`src/rtl/clk2_mon_pkg.sv`:
```
// Shared FSM encoding and default parameters for the clk2 monitor.
package clk2_mon_pkg;

    localparam int unsigned DEF_EXP_HALF = 2;
    localparam int unsigned DEF_LOCK_N   = 4;
    localparam int unsigned DEF_TIMEOUT  = 8;
    localparam int unsigned DEF_CNT_W    = 8;

    typedef enum logic [2:0] {
        ST_IDLE   = 3'd0,
        ST_ARM    = 3'd1,
        ST_TRACK  = 3'd2,
        ST_LOCKED = 3'd3,
        ST_ERROR  = 3'd4
    } state_t;

endpackage

```
`src/rtl/edge_detect.sv`:
```
// Registers clk2 once and produces rise/fall edge indications.
//   clk, rst_n        : clock, async active-low reset
//   din               : sampled level (same clock domain, no synchronizer)
//   en                : gates the registered strobes
//   rise_c / fall_c   : combinational edge detect (din vs registered copy)
//   rise_pulse / fall_pulse : one-cycle registered strobes, the cycle after detection
module edge_detect (
    input  logic clk,
    input  logic rst_n,
    input  logic din,
    input  logic en,
    output logic rise_c,
    output logic fall_c,
    output logic rise_pulse,
    output logic fall_pulse
);

    logic din_q;

    assign rise_c = din & ~din_q;
    assign fall_c = ~din & din_q;

    // Previous-level register and gated strobes
    always_ff @(posedge clk or negedge rst_n) begin
        if (!rst_n) begin
            din_q      <= 1'b0;
            rise_pulse <= 1'b0;
            fall_pulse <= 1'b0;
        end else begin
            din_q      <= din;
            rise_pulse <= rise_c & en;
            fall_pulse <= fall_c & en;
        end
    end

endmodule

```
`src/rtl/clk2_monitor.sv`:
```
// Monitors a divided clock (clk2) for expected half-period, lock and stuck/error.
//   clk, rst_n            : clock, async active-low reset
//   clk2                  : divided clock, synchronous to clk
//   out_valid             : qualifies clk2
//   clr                   : synchronous return to IDLE, clears err
//   rise_pulse/fall_pulse : one-cycle strobes per clk2 edge (not in IDLE)
//   half_len / half_vld   : last measured half-period and its update strobe
//   locked / err          : high while in LOCKED / ERROR
//   edge_cnt              : rising edges counted in ARM->TRACK and TRACK/LOCKED
module clk2_monitor
    import clk2_mon_pkg::*;
#(
    parameter int unsigned EXP_HALF = DEF_EXP_HALF,
    parameter int unsigned LOCK_N   = DEF_LOCK_N,
    parameter int unsigned TIMEOUT  = DEF_TIMEOUT,
    parameter int unsigned CNT_W    = DEF_CNT_W
) (
    input  logic             clk,
    input  logic             rst_n,
    input  logic             clk2,
    input  logic             out_valid,
    input  logic             clr,
    output logic             rise_pulse,
    output logic             fall_pulse,
    output logic [CNT_W-1:0] half_len,
    output logic             half_vld,
    output logic             locked,
    output logic             err,
    output logic [CNT_W-1:0] edge_cnt
);

    localparam logic [CNT_W-1:0] RUN_MAX = '1;
    localparam logic [CNT_W-1:0] EXP_V   = CNT_W'(EXP_HALF);
    localparam logic [CNT_W-1:0] LOCK_V  = CNT_W'(LOCK_N);
    // Timeout fires in the cycle whose update would bring the run length to TIMEOUT
    localparam logic [CNT_W-1:0] TO_V    = CNT_W'(TIMEOUT - 1);

    state_t           state_q, state_d;
    logic             rise_c, fall_c, edge_c;
    logic [CNT_W-1:0] run_q, match_q;

    logic in_meas_c, active_c, measure_c, hit_c, tmo_c, lock_hit_c;
    logic ld_half_c, inc_edge_c, inc_match_c;

    edge_detect u_edge (
        .clk        (clk),
        .rst_n      (rst_n),
        .din        (clk2),
        .en         (state_q != ST_IDLE),
        .rise_c     (rise_c),
        .fall_c     (fall_c),
        .rise_pulse (rise_pulse),
        .fall_pulse (fall_pulse)
    );

    assign edge_c     = rise_c | fall_c;
    assign in_meas_c  = (state_q == ST_TRACK) || (state_q == ST_LOCKED);
    // clr and a dropped qualifier both override any measurement this cycle
    assign active_c   = out_valid & ~clr;
    assign measure_c  = in_meas_c & active_c & edge_c;
    assign hit_c      = (run_q == EXP_V);
    assign tmo_c      = in_meas_c & active_c & ~edge_c & (run_q >= TO_V);
    assign lock_hit_c = ((match_q + CNT_W'(1)) == LOCK_V);

    // State register
    always_ff @(posedge clk or negedge rst_n) begin
        if (!rst_n) state_q <= ST_IDLE;
        else        state_q <= state_d;
    end

    // Next-state logic
    always_comb begin
        state_d = state_q;
        if (clr) begin
            state_d = ST_IDLE;
        end else begin
            case (state_q)
                ST_IDLE:   if (out_valid) state_d = ST_ARM;
                ST_ARM: begin
                    if (!out_valid)  state_d = ST_IDLE;
                    else if (rise_c) state_d = ST_TRACK;
                end
                ST_TRACK: begin
                    if (!out_valid)                state_d = ST_IDLE;
                    else if (tmo_c)                state_d = ST_ERROR;
                    else if (measure_c && !hit_c)  state_d = ST_ERROR;
                    else if (measure_c && lock_hit_c) state_d = ST_LOCKED;
                end
                ST_LOCKED: begin
                    if (!out_valid)                      state_d = ST_IDLE;
                    else if (tmo_c || (measure_c && !hit_c)) state_d = ST_ERROR;
                end
                ST_ERROR:  state_d = ST_ERROR;
                default:   state_d = ST_IDLE;
            endcase
        end
    end

    // Datapath control decode
    always_comb begin
        ld_half_c   = measure_c;
        inc_edge_c  = active_c & rise_c & ((state_q == ST_ARM) | in_meas_c);
        inc_match_c = measure_c & hit_c & (state_q == ST_TRACK);
    end

    // Run length, match count and registered outputs
    always_ff @(posedge clk or negedge rst_n) begin
        if (!rst_n) begin
            run_q    <= '0;
            match_q  <= '0;
            edge_cnt <= '0;
            half_len <= '0;
            half_vld <= 1'b0;
            locked   <= 1'b0;
            err      <= 1'b0;
        end else begin
            if (state_q == ST_IDLE) run_q <= '0;
            else if (edge_c)        run_q <= CNT_W'(1);
            else if (run_q != RUN_MAX) run_q <= run_q + CNT_W'(1);

            if (state_d != ST_TRACK) match_q <= '0;
            else if (inc_match_c)    match_q <= match_q + CNT_W'(1);

            if (state_d == ST_IDLE) edge_cnt <= '0;
            else if (inc_edge_c)    edge_cnt <= edge_cnt + CNT_W'(1);

            if (ld_half_c) half_len <= run_q;
            half_vld <= ld_half_c;
            locked   <= (state_d == ST_LOCKED);
            err      <= (state_d == ST_ERROR);
        end
    end

endmodule

```
`config.mk`:
```
export PLATFORM = sky130hd
export DESIGN_NAME = clk2_monitor
export DESIGN_NICKNAME = d
export VERILOG_FILES = /design/src/rtl/clk2_mon_pkg.sv /design/src/rtl/edge_detect.sv /design/src/rtl/clk2_monitor.sv
export SDC_FILE = /design/constraint.sdc
export NUM_CORES = 1
export LEC_CHECK = 0
export ABC_AREA = 1
export CAP_MARGIN = 20
export CORE_MARGIN = 2
export CORE_UTILIZATION = 45
export DETAILED_ROUTE_END_ITERATION = 7
export PLACE_DENSITY = 0.7
export SETUP_SLACK_MARGIN = 0.4
export SLEW_MARGIN = 10
export SYNTH_ARGS = -nofsm -noshare
export SYNTH_HDL_FRONTEND = slang
export SYNTH_HIERARCHICAL = 1
export SYNTH_SLANG_ARGS = --single-unit
```
`constraint.sdc`:
```
create_clock -name clk -period 2.4 [get_ports clk]
set_input_delay 0.48 -clock clk [delete_from_list [all_inputs] [get_ports clk]]
set_output_delay 0.48 -clock clk [all_outputs]
set_load 0.02 [all_outputs]
```
==> results.yml <==
synthesis:
  synth_edf_count: 0
  syn_nets: 289
  yosysWarnings: 6
  synth_cell_types: 32
  synth_top_family_by_area: "simple AND/OR/NAND/NOR gates"
  synth_compound_area_share_pct: 9.50
  async_flop_share_pct: 100
  synth_mux_area_share_pct: 0
  synth_xor_area_share_pct: 2.71
  ys_seq_elements: 41
  seq_area_frac_synth_pct: 45.3
  syn_area_mm2: 0.00227
  yosys.area_share.simple_pct: 29.3
  postSynthAreaPerCell_um2: 8.12
  synth_flop_cell: "dfrtp_1"
  synthCells: 279
  synthAdderAreaFrac_pct: 2.76
grt:
  grt_max_degree: 19
  grt_pass1_vias: 1620
  grt_overflow: 0
  grt_first_pass_wirelength_um: 7400
  antenna_found_initial: 0
  grtUsageTotal_pct: 17.3
sta:
  fmax_ghz: 0.542
  hold_viol: 0
  worst_pin_slew_ns: 0.344
  slew_headroom_pct: 77.0
  whs_ns: 0.354
  fin_crit_ns: 1.84
  setup-violations-final: 0
  finClkSkew_ns: 0.00561
  grt_setup_unrepaired: "no"
  finalSetupTns_ns: 0
  drv_slew: 0
  fin_ws_ns: 0.556
  fin_crit_sh_pct: 76.8
floorplan:
  rows: 25
  start_util_pct: 47.3
  die_y_um: 75.0
  ioPinCount: 26
  core_mm2: 0.00479
  die_w_um: 75.0
  die_area_mm2: 0.00562
min_path:
  worst_hold_path_type: "in2reg"
  min_from: "clk2"
  min_to: "u_edge/din_q"
  min_path_cells: 1
cells_and_area:
  post_layout_nonfiller_instances: 386
  syn_to_final_growth_pct: 22.8
  drive_above_1_share_pct: 19.1
  fin_area_mm2: 0.00278
  fill_cells: 437
  antenna_cells: 0
  utilization_pct: 58.1
  nets: 329
clock_network:
  htree_levels: 2
  ctsLongestPathBuffers: 2
  cts.sinks: 41
  cts_root_buf: "clkbuf_8"
  cts_tree: "built"
  cts.reportedPaths.clkPinSlew_ns: 0.08
  cts_made_buffers: 5
  clock_latency_ns: 0.29
setup_path:
  startpoint_type: "flip-flop"
  timing.rr.end: "edge_cnt[0]"
  cpMaxStageDelayCell: "clkdlybuf4s50_1"
  regToRegSetupSlack_ns: 0.59
  crit_chain: "clkdlybuf4s50_1"
  endpoint_kind: "output pin"
  required_ns: 1.92
  critPathKind: "reg2out"
  cp-startpoint: "edge_cnt[3]"
  crit_buf_inv: 1
  path_max_fanout: 5
  cp.arrival_ns: 1.36
  rr_worst_depth: 14
  cpPeakStageDelay_ns: 0.64
  cp_top_family: "buffers and inverters"
  timing.rr.start: "match_q[0]"
placement:
  portBuffers: 25
  postPlaceCellArea_mm2: 0.00264
  post-dp-hpwl_um: 3200
  placedCellCount: 376
  routabilityCongestion: 0.833
  pre_cts_slack_ns: 0.0495
power_and_ir_drop:
  ir_drop_mv: 0.255
  total_power_mw: 1.32
  power_density_mw_per_mm2: 475
  p_leak_nw: 1.41
routing:
  wl_per_cell_um: 11.1
  drt_iter0_markers: 91
  drtAntennaViolNets: 0
  via_per_inst: 4.62
  route.detailed.drc: 0
  drt_first_pass_iters: 4
  dr_total_vias: 1783
  drt-total-wl_um: 4270
job:
  cap_violations: 0
run_status:
  status: "finished clean"
==> per-layer routing <==
layer,track usage (%),wire length [um],up-vias
li1,-,-,937
met1,25.0,2120,808
met2,25.4,1910,32
met3,3.61,160,6
met4,7.14,73,0
met5,0,0,-
==> final cells by class <==
type                       count  area [um^2]  area share, %
sequential                    41         1030           36.9
multi-input combinational    177         1010           36.5
timing repair buffer          34          320           11.5
inverter                      60          233           8.36
tap                           67         83.8           3.01
clock buffer                   5         68.8           2.47
clock inverter                 2         35.0           1.26
==> cell usage in the layout, fill, tap and decap left out, types with 2 or more instances in the layout <==
master,Yosys,layout
a22oi_1,3,3
inv_1,52,50
nand3_1,16,16
nor3_2,2,2
dfrtp_1,41,40
nand2_4,7,7
nand2_1,64,64
inv_2,6,8
a21oi_1,5,5
nor3_1,4,4
o21ai_0,12,12
o21ai_1,3,3
nor2_1,22,19
buf_4,0,8
nor2_2,4,6
clkdlybuf4s50_1,0,22
ha_1,5,5
dlymetal6s2s_1,0,2
a21oi_2,7,7
clkbuf_8,0,5
nor2_4,2,3
xor2_1,5,5
nand2_2,5,5
xnor2_1,2,2
==> Yosys cell counts, types with 3 or more instances <==
master	count	share of area, %
nand2_1	64	11
inv_1	52	8.6
dfrtp_1	41	45
nor2_1	22	3.6
nand3_1	16	3.5
o21ai_0	12	2.7
a21oi_2	7	2.7
nand2_4	7	3.5
inv_2	6	0.99
a21oi_1	5	1.1
ha_1	5	2.8
nand2_2	5	1.4
xor2_1	5	1.9
nor2_2	4	1.1
nor3_1	4	0.88
a22oi_1	3	0.99
o21ai_1	3	0.66
==> where the power goes <==
| group | internal, mW | total, mW | switching, mW |
|---|---|---|---|
| sequential | 0.696 | 0.700 | 0.00405 |
| combinational | 0.0297 | 0.0851 | 0.0554 |
| clock | 0.302 | 0.537 | 0.234 |
| total | 1.03 | 1.32 | 0.294 |
==> logic make-up (layout without fill, tap and decap cells) <==
| family | count (synthesis) | count (layout) |
|---|---|---|
| buf+inv | 61 | 101 |
| fa+ha+maj | 5 | 5 |
| xor+xnor | 7 | 7 |
| compound gates | 34 | 34 |
| simple gates | 131 | 131 |
| flops | 41 | 41 |
==> flip-flops by register name (all words and copies together), names as in the netlist <==
signal             count
edge_cnt               8
err                    1
half_len               8
half_vld               1
locked                 1
match_q                8
run_q                  8
state_q                3
u_edge/din_q           1
u_edge/fall_pulse      1
u_edge/rise_pulse      1
==> worst max path at each step <==
stage / to / slack [ns] / cells after the start
4_1_cts: edge_cnt[6] / 0.40 / 13
3_3_place_gp: edge_cnt[7] / 0.09 / 13
5_1_grt: edge_cnt[3] / 0.41 / 14
3_5_place_dp: edge_cnt[7] / 0.05 / 13
6_report: edge_cnt[3] / 0.56 / 1
2_1_floorplan: edge_cnt[0] / 0.75 / 15
==> timing repair <==
action / in CTS / in global routing
hold buffers: 1 / 0
endpoints found under the setup margin: 3 / 18
gates resized for setup: 2 / 7
endpoints found under the hold margin: 5 / 0
pin swaps: 1 / 2
setup buffers: 1 / 1
Note: power is estimated with default switching activity, not from simulation.
